--- src/rtl/fifo_wr_arbiter.sv ---
// fifo_wr_arbiter: packet-aware round-robin arbiter driving one registered FIFO write port.
// Optional feature: define ARB_BURST_LIMIT_EN to release a grant after MAX_BURST beats.
module fifo_wr_arbiter #(
    parameter int NUM_REQ   = 4,
    parameter int DW        = 32,
    parameter int MAX_BURST = 16
) (
    input  logic                       clk,
    input  logic                       rst,
    input  logic [NUM_REQ-1:0]         req_valid,
    input  logic [NUM_REQ-1:0]         req_last,
    input  logic [NUM_REQ*DW-1:0]      req_data,
    output logic [NUM_REQ-1:0]         req_ready,
    output logic                       fifo_wr_en,
    output logic [DW-1:0]              fifo_data_in,
    input  logic                       fifo_full,
    input  logic                       fifo_almost_full,
    output logic [$clog2(NUM_REQ)-1:0] grant_id,
    output logic                       busy
);

    localparam int IW = $clog2(NUM_REQ);
    localparam int CW = $clog2(MAX_BURST + 1);
    localparam logic [IW-1:0] LAST_IDX  = IW'(NUM_REQ - 1);
    localparam logic [CW-1:0] BURST_MAX = CW'(MAX_BURST);

    typedef enum logic {
        IDLE,
        GRANT
    } state_t;

    state_t          state;
    state_t          state_nxt;
    logic [IW-1:0]   rr_ptr;
    logic [IW-1:0]   pick;
    logic [IW-1:0]   next_ptr;
    logic [CW-1:0]   beat_cnt;
    logic [CW-1:0]   beat_cnt_inc;
    logic [DW-1:0]   grant_data;
    logic            found;
    logic            accept;
    logic            acc_last;
    logic            burst_done;
    logic            release_grant;

    // Round-robin search: first valid index at or above rr_ptr, wrapping explicitly
    // so non-power-of-two NUM_REQ never selects a nonexistent requester.
    always_comb begin
        int            idx;
        logic [IW-1:0] sel;
        // NOTE: every combinational output gets a default first so no path leaves it
        // unassigned, which would otherwise infer a latch.
        found = 1'b0;
        pick  = '0;
        idx   = 0;
        sel   = '0;
        for (int k = 0; k < NUM_REQ; k++) begin
            idx = int'(rr_ptr) + k;
            if (idx >= NUM_REQ) begin
                idx = idx - NUM_REQ;
            end
            sel = IW'(idx);
            if (!found && req_valid[sel]) begin
                found = 1'b1;
                pick  = sel;
            end
        end
    end

    // Ready drops in the same cycle almost_full rises; full is gated as a safety net.
    always_comb begin
        req_ready = '0;
        if (state == GRANT && !fifo_full && !fifo_almost_full) begin
            req_ready[grant_id] = 1'b1;
        end
    end

    always_comb begin
        grant_data = '0;
        for (int i = 0; i < NUM_REQ; i++) begin
            if (grant_id == IW'(i)) begin
                grant_data = req_data[i*DW +: DW];
            end
        end
    end

    assign accept       = |(req_valid & req_ready);
    assign acc_last     = |(req_valid & req_ready & req_last);
    assign beat_cnt_inc = beat_cnt + 1'b1;
    assign next_ptr     = (grant_id == LAST_IDX) ? '0 : grant_id + 1'b1;

`ifdef ARB_BURST_LIMIT_EN
    assign burst_done = (beat_cnt_inc == BURST_MAX);
`else
    assign burst_done = 1'b0;
`endif

    assign release_grant = accept && (acc_last || burst_done);
    assign busy          = (state == GRANT);

    always_comb begin
        state_nxt = state;
        case (state)
            IDLE:    if (found)         state_nxt = GRANT;
            GRANT:   if (release_grant) state_nxt = IDLE;
            default: state_nxt = IDLE;
        endcase
    end

    // NOTE: all registered state below uses non-blocking assignments so every
    // register samples pre-edge values regardless of statement order.
    always_ff @(posedge clk) begin
        if (rst) begin
            state        <= IDLE;
            rr_ptr       <= '0;
            grant_id     <= '0;
            beat_cnt     <= '0;
            fifo_wr_en   <= 1'b0;
            fifo_data_in <= '0;
        end else begin
            state      <= state_nxt;
            fifo_wr_en <= accept;
            if (accept) begin
                fifo_data_in <= grant_data;
            end
            case (state)
                IDLE: begin
                    if (found) begin
                        grant_id <= pick;
                        beat_cnt <= '0;
                    end
                end
                GRANT: begin
                    // Saturates so the count never wraps on long packets.
                    if (accept && beat_cnt != BURST_MAX) begin
                        beat_cnt <= beat_cnt_inc;
                    end
                    if (release_grant) begin
                        rr_ptr <= next_ptr;
                    end
                end
                default: ;
            endcase
        end
    end

endmodule

--- config.mk ---
export PLATFORM = sky130hd
export DESIGN_NAME = fifo_wr_arbiter
export DESIGN_NICKNAME = d
export VERILOG_FILES = /design/src/rtl/fifo_wr_arbiter.sv
export SDC_FILE = /design/constraint.sdc
export NUM_CORES = 1
export LEC_CHECK = 0
export ABC_AREA = 1
export ABC_CLOCK_PERIOD_IN_PS = 2100
export BUFFER_PORTS_ARGS = -buffer_cell sky130_fd_sc_hd__buf_2
export CORE_UTILIZATION = 43
export CTS_CLUSTER_SIZE = 40
export DETAILED_ROUTE_END_ITERATION = 8
export PLACE_DENSITY = 0.81
export SKIP_LAST_GASP = 1
export SLEW_MARGIN = 20
export SYNTH_ARGS = -nofsm -noshare
export SYNTH_HDL_FRONTEND = slang
export SYNTH_SLANG_ARGS = --single-unit
--- constraint.sdc ---
create_clock -name clk -period 2.1 [get_ports clk]
set_input_delay 0.315 -clock clk [delete_from_list [all_inputs] [get_ports clk]]
set_output_delay 0.315 -clock clk [all_outputs]
set_load 0.05 [all_outputs]
======== Word level (Yosys, flattened, before mapping) ========
Index checks and enable logic that the tools add are counted.
word-level totals
  flip-flop bits (word level) ............. 38
  output and inout bits ................... 40
  word-level logic and storage cells ...... 77
cells by class
  add/sub/neg operators ................... 8
  $lt $le $gt $ge ......................... 10
  eq/ne operators ......................... 3
  mux-type cells .......................... 31
  bitwise gates (word level) .............. 3
  reductions and logical operators ........ 17
operators by type and width
  kind                   count
  $mux W32               4
  $mux W2                9
  $lt A2 B3 Y1 const B   5
  $mux W1                11
  $ge A3 B3 Y1 const B   3
  $and A4 B4 Y4          2
  $bmux W1 S2            4
  $reduce_or A4 Y1       2
  $sub A2 B1 Y2 const B  4
  $logic_and A1 B1 Y1    7
  $add A2 B2 Y3 const B  2
  $logic_not A1 Y1       5
  $eq A2 B2 Y1 const B   2
  $mux W4                1
  $reduce_and A2 Y1      2
  $add A2 B1 Y3 const B  1
  $ge A2 B3 Y1 const B   1
  $add A2 B1 Y2 const B  1
  $demux W1 S2           1
  $eq A2 B1 Y1 const B   1
  $ge A2 B1 Y1 const B   1
  $logic_not A2 Y1       1
  $pmux W1 S2            1
  $not A1 Y1             1

======== Logic depth before layout (Yosys ltp) ========
  word-level depth ........................ 16
  mapped depth ............................ 11

======== Worst setup path before layout ========
No wires, ideal clock.
  path type ............................... flip-flop to flip-flop
  start point ............................. register grant_id[1]
  end point ............................... register fifo_data_in[22]
  setup time .............................. 0.114 ns
  arrival time ............................ 2.237 ns
  required time ........................... 1.986 ns
  path slack .............................. -0.251 ns
  stages on the path, launching flop included .. 11
  period minus slack after synthesis ...... 2.351 ns
  path through ............................ dfxtp_1 ha_1 buf_4 inv_2 nor2_2 nand2_1 nand4_4 inv_4 buf_6 nor2_2 nor2_1
between the ends
  longest elaborated chain between the ends .. 7
  elaborated cells between the ends (all ways) .. 16
ends and longest elaborated chain
  element                                                                    RTL line  source
  from (decl)                                                                18        output logic [$clog2(NUM_REQ)-1:0] grant_id,
  from (signal assigned)                                                     129       grant_id <= pick;
  $lt A2 B3 Y1 (implied by the code) / $ge A2 B1 Y1 (equally long branches)  74        req_ready[grant_id] = 1'b1;
  $logic_and A1 B1 Y1 (implied by the code)                                  74
  $mux W1 (implied by the code)                                              74
  $demux W1 S2 (*)                                                           74
  $mux W4 (*)                                                                73        if (state == GRANT && !fifo_full && !fifo_almost_full) begin
  named net req_ready[3]                                                     13        output logic [NUM_REQ-1:0] req_ready,
  $and A4 B4 Y4 (*)                                                          87        assign accept = |(req_valid & req_ready);
  $reduce_or A4 Y1 (*)                                                       87
  to (signal assigned)                                                       124       fifo_data_in <= grant_data;
  to (decl)                                                                  15        output logic [DW-1:0] fifo_data_in,
The timed path passes the listed nets; every way through them passes the cells marked *.
A chain may end at the register's enable or synchronous reset.

======== Worst setup path after layout ========
  start point ............................. register grant_id[0]
  end point ............................... register fifo_data_in[19]
between the ends
  longest elaborated chain between the ends .. 7
  elaborated cells between the ends (all ways) .. 16
ends and longest elaborated chain
  element                                                                    RTL line
  $lt A2 B3 Y1 (implied by the code) / $ge A2 B1 Y1 (equally long branches)  74
  $logic_and A1 B1 Y1 (implied by the code)                                  74
  $mux W1 (implied by the code)                                              74
  $demux W1 S2                                                               74
  $mux W4                                                                    73
  $and A4 B4 Y4                                                              87
  $reduce_or A4 Y1                                                           87
Parallel ways exist; a longest one is shown, timed or not.

==> flow_summary.json <==
{
  "status": "finished clean",
  "cts_buffer_depth": 2,
  "synth_cell_types": 23,
  "critPathMaxStageDelay_ns": 0.35,
  "clk_pin_slew_worst_paths_ns": 0.08,
  "hold_buffers": 0,
  "yosys_warnings": 0,
  "mappedNetlistArea_sq_um": 2800,
  "crit_required_ns": 2.33,
  "cts_tree": "yes",
  "syn_area_per_cell_sq_um": 6.03,
  "htreeDepth": 2,
  "rows": 29,
  "grt_pass1_vias": 2896,
  "io_buffers": 179,
  "grt_setup_unrepaired": "false",
  "crit_slowest_cell": "dfxtp_2",
  "tightest_slew_ns": 0.478,
  "dr.pass1.iters": 6,
  "fin_crit_sh_pct": 86.4,
  "die_h_um": 82.7,
  "path_class": "register to register",
  "floorplan.initialDensity_pct": 44.4,
  "synth_most_common_cell": "nand2_1",
  "dpl.cell_count": 701,
  "fin_nets": 775,
  "coreArea_sq_um": 6310,
  "via_per_inst": 5.02,
  "post-dp-hpwl_um": 6490,
  "antenna_found_initial": 0,
  "finalNonFillerCells": 709,
  "synth_top_area_cell": "dfxtp_1",
  "drive_gt1_share_pct": 39.1,
  "hp-start": "rst",
  "ys_top_cells_by_area": "dfxtp_1 (27%), nand2_1 (19%), o21ai_1 (11%)",
  "r2r_start": "grant_id[0]$_SDFFE_PP0P_",
  "seqPwrFrac_pct": 34.4,
  "holdCritPathClass": "primary input to register",
  "cap_violations": 0,
  "gr-total-overflow": 0,
  "clock_latency_ns": 0.29,
  "drtAntennaViolNets": 0,
  "setup.worst_path.end_class": "register",
  "clock-sinks": 38,
  "critPathBufInv": 4,
  "crit_path_start_kind": "register",
  "grt_pass1_wl_um": 12600,
  "final_max_slew_viol_count": 0,
  "ir_worst_vdd_mv": 0.248,
  "fin_tns_setup_ns": 0,
  "r2r_setup_slack_ns": 0.29,
  "synth_nets": 608,
  "synth_edf_count": 0,
  "ff2ff_path_depth": 9,
  "skew_ns": 0.00785,
  "cts_root_buffer": "clkbuf_8",
  "post_cts.repair.setup_buffers": 0,
  "netlist.area_leader.share_pct": 27.2,
  "io_pins": 180,
  "synthFlopType": "dfxtp_1",
  "ys_seq_area_share_pct": 27.2,
  "routabilityCongestion": 0.803,
  "post-route-util_pct": 60.6,
  "insertedDiodeCount": 0,
  "total_leakage_power_nw": 2.06,
  "grt_max_degree": 33,
  "cp_max_fo": 32,
  "fin_crit_ns": 1.81,
  "dieArea_sq_um": 6840,
  "async_flop_share_pct": 0,
  "die_w_um": 82.7,
  "power.clock.fraction_pct": 22.4,
  "hold_path_depth": 2,
  "cp.arrival_ns": 2.04,
  "crit_chain": "inv_1 -> ha_1 -> inv_4 -> nor3_2 -> inv_1 -> nand4_4 -> buf_4 -> o21ai_0 -> nor2_1",
  "synth_common_cells": "nand2_1 (140), o21ai_1 (60), nor2_1 (45), dfxtp_1 (38), o21ai_0 (38)",
  "holdPathEnd": "busy$_SDFF_PP0_",
  "netlist_instances": 464,
  "ys_seq_elements": 38,
  "drt_iter0_drc": 138,
  "timing_hold_violations_final": 0,
  "r2r_end": "fifo_data_in[19]$_SDFFE_PP0P_",
  "syn2layout_area_growth_pct": 36.6,
  "vias": 3560,
  "wl_per_cell_um": 11.8,
  "cts_resized": 0,
  "cts-buffers-inserted": 5,
  "netSwitchingFraction_pct": 39.7,
  "wl_um": 8370,
  "setup_viol": 0,
  "p_sw_mw": 0.912,
  "route.detailed.drc": 0,
  "crit_family": "buffers and inverters",
  "critPathMostFrequentCell": "inv_1",
  "pwr-share-comb_pct": 43.2,
  "p_int_mw": 1.38,
  "powerDensity_nw_per_um2": 600,
  "relSlewSlack_pct": 67.9,
  "max_freq_mhz": 551,
  "grt_use_total_pct": 23.7
}
flip-flops by register name, summed over array words and instances (netlist names):
name,count
fifo_data_in,32
grant_id,2
rr_ptr,2
busy,1
fifo_wr_en,1
through the flow:
step / area (sq um) / setup slack, ns / hold slack, ns / power (mW)
floorplan: 2820 / 0.109 / 0.384 / 1.51
global placement: 3730 / 0.367 / 0.471 / 1.78
detailed placement: 3730 / 0.295 / 0.485 / 1.80
CTS: 3820 / 0.263 / 0.200 / 2.32
global route: 3820 / 0.102 / 0.203 / 2.47
finish: 3820 / 0.286 / 0.206 / 2.30
per-layer routing:
layer / GRT usage, % / routed length, um / up-vias
met3: 5.49 / 508 / 4
met2: 41.6 / 4150 / 122
met4: 5.52 / 45 / 0
met1: 29.1 / 3670 / 1588
li1: - / - / 1846
met5: 0 / 0 / -
power by group through the flow:
stage	registers [mW]	logic, mW	clock network, mW
2_1_floorplan	0.938	0.576	0
3_3_place_gp	0.803	0.975	0
3_5_place_dp	0.805	0.995	0
4_1_cts	0.789	0.999	0.531
5_1_grt	0.795	1.11	0.560
6_report	0.789	0.992	0.514
how the worst max path moves through the flow:
stage	slack [ns]	endpoint	startpoint	cells past startpoint
floorplan	0.11	fifo_data_in[22]$_SDFFE_PP0P_	busy$_SDFF_PP0_	8
global placement	0.37	fifo_data_in[19]$_SDFFE_PP0P_	grant_id[0]$_SDFFE_PP0P_	9
detailed placement	0.29	fifo_data_in[19]$_SDFFE_PP0P_	grant_id[0]$_SDFFE_PP0P_	9
CTS	0.26	fifo_data_in[19]$_SDFFE_PP0P_	grant_id[0]$_SDFFE_PP0P_	9
global route	0.10	fifo_data_in[19]$_SDFFE_PP0P_	grant_id[0]$_SDFFE_PP0P_	9
finish	0.29	fifo_data_in[19]$_SDFFE_PP0P_	grant_id[0]$_SDFFE_PP0P_	9
layout make-up:
class	instances	area [sq um]
inverters	19	76.3
repair buffers	191	1010
multi-input cells	376	1790
clock inverters	1	5.00
fillers	638	2490
flip-flops and latches	38	763
clock buffers	7	86.3
well taps	77	96.3
layout by cell type, fill, tap and decap left out, drive strengths merged:
cell	count
clkinv	2
nand4	1
o21ai	98
clkbuf	7
ha	4
nand2	141
dfxtp	38
nor2	79
a21oi	34
buf	191
nand3b	1
nor3	2
inv	18
nand3	16
worst reg2reg max path: stages, from the launching register on:
cell and delay (ns):
dfxtp_2 0.35, inv_1 0.12, ha_1 0.23, inv_4 0.10
nor3_2 0.22, inv_1 0.10, nand4_4 0.08, buf_4 0.32
o21ai_0 0.14, nor2_1 0.10
kinds of logic after synthesis:
group | after synthesis | synth area share, %
compound gates | 132 | 23.6
fa+ha+maj | 4 | 1.79
buf+inv | 50 | 9.79
flops | 38 | 27.2
simple gates | 240 | 37.7
Power figures use the tool's default switching activity.
